`src/rtl/seq_divider_if.sv`:
```
// Handshake and operand/result bundle between the ALU pipeline and seq_divider.
// The master issues operations; the slave (the divider) returns results.
interface seq_divider_if #(
    parameter int unsigned WIDTH = 32
);
    logic             start;
    logic             is_signed;
    logic [WIDTH-1:0] dividend;
    logic [WIDTH-1:0] divisor;
    logic             busy;
    logic             done;
    logic [WIDTH-1:0] quotient;
    logic [WIDTH-1:0] remainder;
    logic             div_by_zero;

    modport master (
        output start, is_signed, dividend, divisor,
        input  busy, done, quotient, remainder, div_by_zero
    );

    modport slave (
        input  start, is_signed, dividend, divisor,
        output busy, done, quotient, remainder, div_by_zero
    );
endinterface

```
`src/rtl/seq_divider.sv`:
```
// Multi-cycle restoring divider for DIV/DIVU: one quotient bit per cycle through a
// ripple-carry trial subtractor, then a sign fix-up cycle.
module seq_divider #(
    parameter int unsigned WIDTH = 32
) (
    input logic         clk,
    input logic         rst_n,
    seq_divider_if.slave bus
);

    localparam int unsigned CntW = $clog2(WIDTH + 1);

    typedef enum logic [1:0] {StIdle, StRun, StFix} state_e;

    state_e state_q, state_d;
    logic   load, iter, fix;

    logic [WIDTH-1:0] r_q, q_q, dvsr_q, orig_q;
    logic [CntW-1:0]  cnt_q;
    logic             q_neg_q, r_neg_q, dz_q;
    logic [WIDTH-1:0] quotient_q, remainder_q;
    logic             div_by_zero_q, done_q;

    // Operand magnitudes; the most-negative value maps onto itself, which is
    // exactly its unsigned magnitude.
    logic             a_neg, b_neg;
    logic [WIDTH-1:0] a_mag, b_mag;

    assign a_neg = bus.is_signed & bus.dividend[WIDTH-1];
    assign b_neg = bus.is_signed & bus.divisor[WIDTH-1];
    assign a_mag = a_neg ? -bus.dividend : bus.dividend;
    assign b_mag = b_neg ? -bus.divisor : bus.divisor;

    logic [WIDTH:0]   shifted;
    logic [WIDTH-1:0] diff;
    logic             carry;
    logic             no_borrow;

    assign shifted = {r_q, q_q[WIDTH-1]};

    // Full-adder chain: shifted + ~{0,divisor} + 1. The top stage sees an inverted
    // zero, so its carry-out collapses to a | c.
    always_comb begin
        carry = 1'b1;
        diff  = '0;
        for (int i = 0; i < WIDTH; i++) begin
            diff[i] = shifted[i] ^ ~dvsr_q[i] ^ carry;
            carry   = (shifted[i] & ~dvsr_q[i]) | (carry & (shifted[i] ^ ~dvsr_q[i]));
        end
        no_borrow = shifted[WIDTH] | carry;
    end

    always_ff @(posedge clk or negedge rst_n) begin
        if (!rst_n) begin
            state_q <= StIdle;
        end else begin
            state_q <= state_d;
        end
    end

    always_comb begin
        state_d = state_q;
        unique case (state_q)
            StIdle:  if (bus.start) state_d = StRun;
            StRun:   if (cnt_q == CntW'(1)) state_d = StFix;
            StFix:   state_d = StIdle;
            default: state_d = StIdle;
        endcase
    end

    always_comb begin
        load     = (state_q == StIdle) && bus.start;
        iter     = (state_q == StRun);
        fix      = (state_q == StFix);
        bus.busy = (state_q != StIdle);
    end

    always_ff @(posedge clk or negedge rst_n) begin
        if (!rst_n) begin
            r_q           <= '0;
            q_q           <= '0;
            dvsr_q        <= '0;
            orig_q        <= '0;
            cnt_q         <= '0;
            q_neg_q       <= 1'b0;
            r_neg_q       <= 1'b0;
            dz_q          <= 1'b0;
            quotient_q    <= '0;
            remainder_q   <= '0;
            div_by_zero_q <= 1'b0;
            done_q        <= 1'b0;
        end else begin
            done_q <= fix;
            if (load) begin
                r_q     <= '0;
                q_q     <= a_mag;
                dvsr_q  <= b_mag;
                orig_q  <= bus.dividend;
                cnt_q   <= CntW'(WIDTH);
                q_neg_q <= a_neg ^ b_neg;
                r_neg_q <= a_neg;
                dz_q    <= (bus.divisor == '0);
            end
            if (iter) begin
                r_q   <= no_borrow ? diff : shifted[WIDTH-1:0];
                q_q   <= {q_q[WIDTH-2:0], no_borrow};
                cnt_q <= cnt_q - CntW'(1);
            end
            if (fix) begin
                // Divide-by-zero skips the sign fix-up entirely.
                quotient_q    <= dz_q ? '1 : (q_neg_q ? -q_q : q_q);
                remainder_q   <= dz_q ? orig_q : (r_neg_q ? -r_q : r_q);
                div_by_zero_q <= dz_q;
            end
        end
    end

    assign bus.done        = done_q;
    assign bus.quotient    = quotient_q;
    assign bus.remainder   = remainder_q;
    assign bus.div_by_zero = div_by_zero_q;

endmodule
```
`src/flat_wrapper.sv`:
```
// flat-port wrapper written by rule: the top's interface ports become plain ports
module seq_divider_flat 
#(
    parameter int unsigned WIDTH = 32
)
  (clk, rst_n, bus_start, bus_is_signed, bus_dividend, bus_divisor, bus_busy, bus_done, bus_quotient, bus_remainder, bus_div_by_zero);
  seq_divider_if #(.WIDTH(WIDTH)) bus_i ();
  input logic clk;
  input logic rst_n;
  input wire logic [$bits(bus_i.start)-1:0] bus_start;
  input wire logic [$bits(bus_i.is_signed)-1:0] bus_is_signed;
  input wire logic [$bits(bus_i.dividend)-1:0] bus_dividend;
  input wire logic [$bits(bus_i.divisor)-1:0] bus_divisor;
  output wire logic [$bits(bus_i.busy)-1:0] bus_busy;
  output wire logic [$bits(bus_i.done)-1:0] bus_done;
  output wire logic [$bits(bus_i.quotient)-1:0] bus_quotient;
  output wire logic [$bits(bus_i.remainder)-1:0] bus_remainder;
  output wire logic [$bits(bus_i.div_by_zero)-1:0] bus_div_by_zero;
  assign bus_i.start = bus_start;
  assign bus_i.is_signed = bus_is_signed;
  assign bus_i.dividend = bus_dividend;
  assign bus_i.divisor = bus_divisor;
  assign bus_busy = bus_i.busy;
  assign bus_done = bus_i.done;
  assign bus_quotient = bus_i.quotient;
  assign bus_remainder = bus_i.remainder;
  assign bus_div_by_zero = bus_i.div_by_zero;
  seq_divider #(.WIDTH(WIDTH)) u_core (.clk(clk), .rst_n(rst_n), .bus(bus_i));
endmodule
```
`config.mk`:
```
export PLATFORM = sky130hd
export DESIGN_NAME = seq_divider_flat
export DESIGN_NICKNAME = d
export VERILOG_FILES = /design/src/rtl/seq_divider_if.sv /design/src/rtl/seq_divider.sv /design/src/flat_wrapper.sv
export SDC_FILE = /design/constraint.sdc
export NUM_CORES = 1
export LEC_CHECK = 0
export ABC_AREA = 1
export BUFFER_PORTS_ARGS = -buffer_cell sky130_fd_sc_hd__buf_4
export CORE_ASPECT_RATIO = 0.8
export CORE_MARGIN = 3
export CORE_UTILIZATION = 46
export CTS_CLUSTER_DIAMETER = 60
export DETAILED_ROUTE_END_ITERATION = 16
export PLACE_DENSITY = 0.69
export SYNTH_ARGS = -nofsm -noshare
export SYNTH_HDL_FRONTEND = slang
export SYNTH_SLANG_ARGS = --single-unit
```
`constraint.sdc`:
```
create_clock -name clk -period 23.5 [get_ports clk]
set_input_delay 0 -clock clk [delete_from_list [all_inputs] [get_ports clk]]
set_output_delay 0 -clock clk [all_outputs]
set_load 0.005 [all_outputs]
```
==> flow_summary.toml, run 1 <==
[status]
status = "finished clean"

[die]
rows = 53
initial_core_util_pct = 47.5
io_pins = 135
die_w_um = 191
die_height_um = 154
coreArea_um2 = 26700
die-area_um2 = 29600

[timing]
tns_ns = 0
fin_worst_skew_ns = 0.0101
hold_viol = 0
finalCriticalPeriod_ns = 14.07
fin_ws_ns = 9.43
fmax_ghz = 0.0711
relSlewSlack_pct = 28.9
tightest_slew_ns = 1.07
post-route-period-util_pct = 59.9
grt_setup_unrepaired = "no"
setup_viol = 0
finalMaxSlewViolations = 0

[cts]
cts_buffers = 23
post_cts_resized = 0
path_clk_slew_ns = 0.06
root_buffer = "clkbuf_16"
cts_tree = "built"
cts_buffer_depth = 3
clkSinkCount = 205
htreeDepth = 1
insertion_delay_ns = 0.52

[flow_run]
cap_violations = 0

[synth]
syn-cell-area_um2 = 12700
avgSynthCellArea_um2 = 7.60
synth_top_area_share_pct = 40.5
ys_seq_elements = 205
synth_edf_count = 0
synthFlopType = "dfrtp_1"
yosysTopAreaCell = "dfrtp_1"
ys_seq_area_share_pct = 40.5
ys_async_sr_fraction_pct = 100
synth.net_count = 1771
netlist_instances = 1665
yosys-top-cells-area = "dfrtp_1 41%, nand2_1 10%, nand3_1 6.7%, inv_1 5.5%, nor2_1 5.4%"
yosysUniqueCellTypes = 46
synth_warnings = 0

[placement]
dp_hpwl_um = 28000
numPortBuffers = 134
gp_congestion = 0.950
place_ws_ns = 9.42
dp_cells = 2097

[route]
vias_per_cell = 5.52
route.detailed.drc = 0
drt-pass1-iter-count = 6
vias = 12200
dr_wl_met3_um = 3250
ant_nets = 0
top_layer = "met4"
wirelength_um = 38800
initialDrtViolationCount = 1235
wl_met2_um = 16500
avgRoutedWirePerCell_um = 17.5
wirelength_met1_um = 18300

[layout]
instances_no_fill = 2219
fill_cells = 2459
drive_gt1_share_pct = 14.0
diodes = 0
nets = 1953
area_growth_pct = 22.0
fin_util_pct = 57.9

[critical_path]
cp_max_fo = 35
cpMostUsedCell = "fa_1"
slowest_delay_ns = 0.54
required_ns = 23.85
crit_path_start_kind = "flip-flop"
slowest_stage = "inv_1"
crit_type = "reg -> reg"
end_kind = "flip-flop"
cp.arrival_ns = 14.43

[global_route]
grt_antenna_before_repair = 0
grt_remaining_overflow = 0
grt_pass1_wl_um = 63200
grt_usage_pct = 26.4
grt_max_degree = 90
grt_pass1_vias = 11800

[power_and_ir_drop]
p_total_uw = 1780
p_leak_uw = 0.00724
max-vdd-ir-drop_v = 0.0000576
powerDensity_nw_per_um2 = 115

[worst_hold_path]
hold_class = "in -> reg"
cells in the final DEF (no fill, tap or decap), drive strengths merged:
cell,netlist,final
o21ai,146,146
xnor2,5,5
o22ai,44,44
o221ai,5,5
dlygate4sd3,0,82
and2,1,1
a21oi,30,30
o31ai,2,2
o21bai,4,4
nor2,208,208
inv,199,201
nor3,20,20
or3,1,1
clkbuf,23,33
nand2,368,368
ha,7,7
or2,10,10
o22a,1,1
nand4,31,31
a31oi,7,7
a22oi,31,31
clkinv,3,5
buf,46,143
dfrtp,205,205
nor4,3,3
nand3b,2,2
xor2,35,35
mux2i,1,1
and3,1,1
nand3,180,180
bufinv,0,2
clkinvlp,0,2
fa,31,31
o211ai,15,15
synth_stat cells, types with 2 or more instances:
cell type,count
buf_4,10
nand3_1,170
a31oi_1,7
buf_2,34
a21oi_1,30
xor2_1,35
clkbuf_1,23
or2_0,2
nand4_1,31
nor4_1,3
o211ai_1,15
o21ai_1,17
o31ai_1,2
o21ai_2,3
or2_2,7
nor3_1,19
nor2_2,16
dfrtp_1,205
a22oi_1,31
buf_1,2
nand2_1,351
o22ai_1,44
o21bai_1,4
o221ai_1,5
inv_1,185
nand3b_1,2
nor2_1,181
nand2_2,16
ha_1,7
o21ai_0,126
xnor2_1,5
fa_1,31
clkinv_1,2
inv_2,14
nor2_4,11
nand3_2,9
flip-flops by register name (all words and copies together) (netlist names):
name / count
u_core.dvsr_q: 32
u_core.bus.quotient: 32
u_core.bus.remainder: 32
u_core.r_q: 32
u_core.cnt_q: 6
u_core.dz_q: 1
u_core.r_neg_q: 1
u_core.q_neg_q: 1
u_core.state_q: 2
u_core.bus.div_by_zero: 1
u_core.orig_q: 32
u_core.q_q: 32
u_core.bus.done: 1
where the power goes:
part / switching (µW) / leakage, µW / internal, µW / total [µW]
clock: 147 / 0.000364 / 215 / 362
combinational: 478 / 0.00443 / 314 / 792
sequential: 146 / 0.00245 / 481 / 627
area by class of cell:
| type | count | area (µm²) | area share (%) |
|---|---|---|---|
| clock buffers | 32 | 649 | 4.21 |
| clock inverters | 8 | 103 | 0.664 |
| inverters | 202 | 759 | 4.92 |
| multi-input cells | 1189 | 6440 | 41.7 |
| flip-flops and latches | 205 | 5130 | 33.2 |
| well taps | 357 | 447 | 2.89 |
| repair buffers | 226 | 1910 | 12.4 |
routing by layer:
metal,vias up,GRT usage (%)
met5,-,0
met4,0,5.66
met3,47,4.01
met2,511,38.6
met1,5837,41.5
li1,5850,-
critical path: cells and delay by family, from the launching register on:
family                     cells  cell delay, ns
buffers and inverters          6            1.17
DFF                            1            0.38
and+or+nand+nor                2            0.35
AOI/OAI and AO/OA              1            0.12
adders and majority gates     32           11.88
kinds of logic after synthesis:
logic type / after synthesis / synth area share [%]
AO/OA/AOI/OAI: 285 / 13.1
XOR/XNOR: 40 / 2.77
adder cells (fa/ha/maj): 38 / 5.60
buffers and inverters: 271 / 8.68
flip-flops: 205 / 40.5
multiplexers: 1 / 0.0791
AND/OR/NAND/NOR: 825 / 29.3
worst paths after layout:
| kind | startpoint | end | slack, ns | cells after the start |
|---|---|---|---|---|
| setup / recovery | u_core.q_q[31]$_DFFE_PN0P_ | u_core.r_q[20]$_DFFE_PN0P_ | 9.43 | 41 |
| setup reg to reg | u_core.q_q[31]$_DFFE_PN0P_ | u_core.r_q[20]$_DFFE_PN0P_ | 9.43 | 41 |
| hold / removal | bus_start | u_core.state_q[0]$_DFFE_PN0P_ | 0.03 | 3 |
| hold reg to reg | u_core.dvsr_q[30]$_DFFE_PN0P_ | u_core.dvsr_q[30]$_DFFE_PN0P_ | 0.48 | 2 |
| min in group asynchronous | rst_n | u_core.bus.quotient[5]$_DFFE_PN0P_ | 0.12 | 2 |
| max in group asynchronous | rst_n | u_core.dvsr_q[27]$_DFFE_PN0P_ | 22.08 | 3 |
through the flow:
stage | area, µm² | hold slack, ns
after floorplan | 12700 | -0.296
after global placement | 13900 | 0.122
after detailed placement | 13900 | 0.128
after CTS | 15400 | 0.0226
after global routing | 15400 | 0.0797
final | 15400 | 0.0252
repair_timing:
action | 4_1_cts | 5_1_grt
hold endpoints to repair | 184 | 0
buffers inserted | 0 | 0
hold buffers | 82 | 0
No activity file was read; power rests on OpenSTA's default activity.
==> run 2, diff against run 1 <==
- ABC_AREA: 1 -> 0
- clock period: 23.5 -> 14.8 ns (I/O delays scaled with it)
==> run 2 against run 1 <==
  * Setup slack lost 8.4 ns
  * Combinational power increased by 52%
  * Global-route usage is 2.6 points lower
  * Critical endpoint is now u_core.r_q[13]$_DFFE_PN0P_
  * Largest cell class unchanged
==> flow_summary.toml, run 2 <==
[cts]
clkSinkCount = 205
cts_buffers = 23
cts_tree = "built"
cts_buffer_depth = 3
root_buffer = "clkbuf_16"
post_cts_buffers = 0
htreeDepth = 1
post_cts_resized = 0
path_clk_slew_ns = 0.06
insertion_delay_ns = 0.51

[timing]
fin_worst_skew_ns = 0.00794
hold_viol = 0
setup_viol = 0
fmax_ghz = 0.0724
tightest_slew_ns = 1.16
fin_ws_ns = 0.993
finalCriticalPeriod_ns = 13.81
tns_ns = 0
holdWs_ns = 0.0118
post-route-period-util_pct = 93.3
finalMaxSlewViolations = 0
relSlewSlack_pct = 22.6
grt_setup_unrepaired = "no"

[route]
vias_per_cell = 5.80
ant_nets = 0
vias = 10500
drt-pass1-iter-count = 5
avgRoutedWirePerCell_um = 18.3
initialDrtViolationCount = 961
route.detailed.drc = 0
wirelength_um = 33200

[status]
status = "finished clean"

[placement]
numPortBuffers = 134
dp_hpwl_um = 22500
place_ws_ns = 0.953
gp_congestion = 0.856

[critical_path]
required_ns = 15.16
end_kind = "flip-flop"
cp_num_buf_inv = 5
crit_family = "adder cells"
crit_path_start_kind = "flip-flop"
crit_type = "reg -> reg"
slowest_stage = "buf_4"
cp.arrival_ns = 14.16
cpMostUsedCell = "fa_1"
cp_max_fo = 35
slowest_delay_ns = 0.47

[power_and_ir_drop]
p_total_uw = 2900
pwr-share-clk_pct = 21.2
power_switching_share_pct = 40.3
max-vdd-ir-drop_v = 0.000122
powerDensity_nw_per_um2 = 198
combinationalPowerShare_pct = 41.4
p_int_uw = 1730
power_switching_uw = 1170
p_seq_share_pct = 37.3
p_leak_uw = 0.00621

[global_route]
grt_antenna_before_repair = 0
grt_max_degree = 110
grt_usage_pct = 23.9
met3_usage_pct = 3.74
use_met1_pct = 36.0
top_usage_layer = "met2"
grt_use_met2_pct = 36.7
grt_pass1_wl_um = 54100
grt_remaining_overflow = 0
grt_pass1_vias = 10100

[die]
rows = 51
die_w_um = 186
coreArea_um2 = 24800
die-area_um2 = 27800
io_pins = 135
die_height_um = 150
initial_core_util_pct = 47.8

[synth]
synth_most_common_cell = "dfrtp_1"
syn-cell-area_um2 = 11900
synth-compound-area-share_pct = 17.0
netlist_instances = 1314
synth_xor_area_share_pct = 7.53
avgSynthCellArea_um2 = 9.03
synthFlopType = "dfrtp_1"
synth.area.mux_share_pct = 4.05
yosys-top-cells-area = "dfrtp_1 43%, nand2_1 5.9%, xor2_1 5.8%, o21ai_0 5.6%, fa_1 5.2%"
synthSimpleGateAreaFrac_pct = 17.8
ys_async_sr_fraction_pct = 100
synth.net_count = 1420
synth_warnings = 0
yosysUniqueCellTypes = 51
netlist_top_cells_count = "205 x dfrtp_1, 185 x nand2_1, 133 x o21ai_0"
synth_edf_count = 0
yosys.area_share.adder_pct = 5.97
synth_top_family_by_area = "simple AND/OR/NAND/NOR gates"
ys_seq_area_share_pct = 43.2
ys_seq_elements = 205
yosysTopAreaCell = "dfrtp_1"
synth_top_area_share_pct = 43.2

[layout]
drive_gt1_share_pct = 14.0
nets = 1581
layout_commonest_cell = "dfrtp_1"
diodes = 0
final_cell_mix = "205 x dfrtp_1, 184 x nand2_1, 146 x buf_4, 133 x o21ai_0, 95 x nor2_1"
area_growth_pct = 23.3

[flow_run]
cap_violations = 0

[worst_hold_path]
hold_class = "in -> async"
==> run 2: timing repair <==
item,in CTS,in global routing
hold buffers,75,0
setup endpoints to repair,0,0
endpoints found under the hold margin,152,0
==> run 2: logic make-up after synthesis <==
group | after synthesis
xor gates and xnor gates | 102
buffers and inverters | 136
adders and majority gates | 38
muxes | 48
and+or+nand+nor | 456
AOI/OAI and AO/OA | 329
DFF | 205
==> run 2: path summary, 6_finish.rpt <==
check                                             startpoint                       endpoint  slack, ns  cells after the start
worst max-delay path              u_core.q_q[31]$_DFFE_PN0P_     u_core.r_q[13]$_DFFE_PN0P_       0.99                     40
worst min-delay path                                   rst_n  u_core.dvsr_q[29]$_DFFE_PN0P_       0.01                      2
worst max register to register    u_core.q_q[31]$_DFFE_PN0P_     u_core.r_q[13]$_DFFE_PN0P_       0.99                     40
worst min register to register  u_core.orig_q[9]$_DFFE_PN0P_   u_core.orig_q[9]$_DFFE_PN0P_       0.47                      2
max in group asynchronous                              rst_n      u_core.q_q[2]$_DFFE_PN0P_      13.42                      3
min in group clk                                   bus_start  u_core.state_q[0]$_DFFE_PN0P_       0.20                      3
==> run 2: cell type report <==
| type | instances | area, µm² |
|---|---|---|
| inverter | 50 | 188 |
| multi-input combinational | 973 | 6230 |
| tap | 318 | 398 |
| sequential | 205 | 5130 |
| timing repair buffer | 222 | 1860 |
| fill | 2108 | 10200 |
| clock buffer | 35 | 711 |
| clock inverter | 6 | 109 |
==> run 2: stage by stage <==
stage | instances | utilization (%) | instance area, µm²
2_1_floorplan | 1314 | - | 11900
3_3_place_gp | 1693 | 52.6 | 13100
3_5_place_dp | 1693 | 52.6 | 13100
4_1_cts | 1809 | 58.9 | 14600
5_1_grt | 1809 | 58.9 | 14600
6_report | 1809 | 58.9 | 14600
==> run 2: worst register-to-register path, delay by kind of cell, from the launching register on <==
kind / cells / cell delay [ns]
AOI/OAI and AO/OA: 1 / 0.09
adders and majority gates: 32 / 12.02
buffers and inverters: 5 / 0.75
DFF: 1 / 0.40
muxes: 1 / 0.30
and+or+nand+nor: 1 / 0.11
==> run 2: layer usage <==
metal | up-vias | part of all wire, %
met2 | 356 | 45
met5 | - | 0
met4 | 0 | 2.3
met1 | 5155 | 46
met3 | 47 | 7.0
li1 | 4928 | -
==> run 2: power by group through the flow <==
stage | Clock (µW) | Sequential, µW | Combinational (µW)
2_1_floorplan | 0 | 981 | 883
6_report | 616 | 1080 | 1200
3_5_place_dp | 0 | 1090 | 1190
3_3_place_gp | 0 | 1080 | 1150
4_1_cts | 623 | 1080 | 1210
5_1_grt | 648 | 1120 | 1380
==> run 3, diff against run 2 <==
- HOLD_SLACK_MARGIN: default -> 0.03
==> run 3 against run 2 <==
  * Total power barely moved
  * Non-clock buffer count rose by 2
  * Wire length barely moved
  * Utilization rose by 0.081 points
  * Global-route usage barely moved
  * Final cell count rose by 0.11%
  * First-iteration DRC count fell by 3.0%
  * Via count rose by 0.31%
  * Hold slack barely moved
  * Sequential power barely moved
  * Highest routed layer unchanged
==> flow_summary.toml, run 3 (same netlist as run 2, synthesis figures left out) <==
[status]
status = "finished clean"

[timing]
finalCriticalPeriod_ns = 13.80
finalMaxSlewViolations = 0
tns_ns = 0
post-route-period-util_pct = 93.3
fmax_ghz = 0.0725
setup_viol = 0
holdWs_ns = 0.0118
hold_viol = 0
fin_worst_skew_ns = 0.00686
grt_setup_unrepaired = "no"
relSlewSlack_pct = 23.2
tightest_slew_ns = 1.15

[layout]
fill_cells = 2109
drive_gt1_share_pct = 13.9
multi_input_area_um2 = 6230
final_cell_mix = "205 x dfrtp_1, 184 x nand2_1, 146 x buf_4, 133 x o21ai_0, 95 x nor2_1"
layout_commonest_cell = "dfrtp_1"
area_growth_pct = 23.5
nets = 1583
diodes = 0
seq_area_um2 = 5130

[critical_path]
cp.arrival_ns = 14.16
cp-endpoint = "u_core.r_q[13]$_DFFE_PN0P_"
r2r_start = "u_core.q_q[31]$_DFFE_PN0P_"
rr_worst_depth = 40
slowest_delay_ns = 0.47
slowest_stage = "buf_4"
required_ns = 15.16
startpoint = "u_core.q_q[31]$_DFFE_PN0P_"
crit_path_start_kind = "flip-flop"
crit_type = "reg -> reg"
r2r_end = "u_core.r_q[13]$_DFFE_PN0P_"
cp_max_fo = 35
end_kind = "flip-flop"
cpMostUsedCell = "fa_1"
rrSetupSlack_ns = 1.0

[global_route]
grt_antenna_before_repair = 0
grt_pass1_vias = 10100
grt_usage_pct = 23.9
grt_max_degree = 110
grt_remaining_overflow = 0
grt_pass1_wl_um = 54200

[die]
rows = 51
initial_core_util_pct = 47.8
die-area_um2 = 27800
die_height_um = 150
coreArea_um2 = 24800
io_pins = 135
die_w_um = 186

[placement]
gp_congestion = 0.856
numPortBuffers = 134
dp_hpwl_um = 22500

[power_and_ir_drop]
p_leak_uw = 0.00622
powerDensity_nw_per_um2 = 198
max-vdd-ir-drop_v = 0.000122

[cts]
root_buffer = "clkbuf_16"
path_clk_slew_ns = 0.06
cts_buffer_depth = 3
insertion_delay_ns = 0.51
clkSinkCount = 205
cts_buffers = 23
htreeDepth = 1
cts_tree = "built"
post_cts_resized = 0

[route]
initialDrtViolationCount = 932
avgRoutedWirePerCell_um = 18.3
drt-pass1-iter-count = 7
vias = 10500
wirelength_um = 33200
route.detailed.drc = 0
vias_per_cell = 5.81
ant_nets = 0

[worst_hold_path]
hold_class = "in -> async"

[flow_run]
cap_violations = 0
run 3: power by group:
| part | internal, µW | total, µW | leakage [µW] | switching, µW |
|---|---|---|---|---|
| Clock | 382 | 616 | 0.000406 | 234 |
| Combinational | 554 | 1210 | 0.00336 | 651 |
| Sequential | 797 | 1080 | 0.00245 | 288 |
| Total | 1730 | 2910 | 0.00622 | 1170 |
run 3: per-stage QoR:
step	instances	instance area [µm²]	total power [µW]	setup slack, ns	util, %
global route	1811	14700	3150	0.429	59.0
detailed placement	1693	13100	2270	0.953	52.6
finish	1811	14700	2910	0.998	59.0
CTS	1811	14700	2920	0.944	59.0
floorplan	1314	11900	1860	1.23	-
global placement	1693	13100	2220	1.29	52.6
run 3: critical path: cells and delay by family, from the launching register on:
| kind | cells | cell delay (ns) |
|---|---|---|
| buf+inv | 5 | 0.75 |
| mux | 1 | 0.26 |
| fa+ha+maj | 32 | 12.01 |
| flops | 1 | 0.40 |
| compound gates | 1 | 0.10 |
| simple gates | 1 | 0.11 |
run 3: per-layer routing:
metal	global-route usage [%]	routed length, µm	up-vias
met5	0	0	-
met3	3.74	2240	50
met4	5.10	722	0
met2	36.8	15200	344
li1	-	-	4934
met1	36.0	15100	5191
run 3: final cells by class:
class | instances | share of cell area, %
inverters | 50 | 1.28
flip-flops and latches | 205 | 35.0
multi-input cells | 973 | 42.6
repair buffers | 224 | 12.8
clock inverters | 6 | 0.743
clock buffers | 35 | 4.85
well taps | 318 | 2.72
run 3: timing repair:
action / in CTS / in global routing
buffers inserted: 0 / 0
hold buffers: 77 / 0
hold endpoints to repair: 152 / 0
run 3: how the worst min path moves through the flow:
stage / slack, ns / cells after the start / endpoint / from
2_1_floorplan: -0.30 / 0 / u_core.bus.div_by_zero$_DFFE_PN0P_ / rst_n
3_3_place_gp: -0.004 / 1 / u_core.dvsr_q[31]$_DFFE_PN0P_ / rst_n
3_5_place_dp: -0.001 / 1 / u_core.dvsr_q[29]$_DFFE_PN0P_ / rst_n
4_1_cts: 0.04 / 2 / u_core.dvsr_q[29]$_DFFE_PN0P_ / rst_n
5_1_grt: 0.07 / 2 / u_core.r_q[17]$_DFFE_PN0P_ / rst_n
6_report: 0.01 / 2 / u_core.dvsr_q[29]$_DFFE_PN0P_ / rst_n
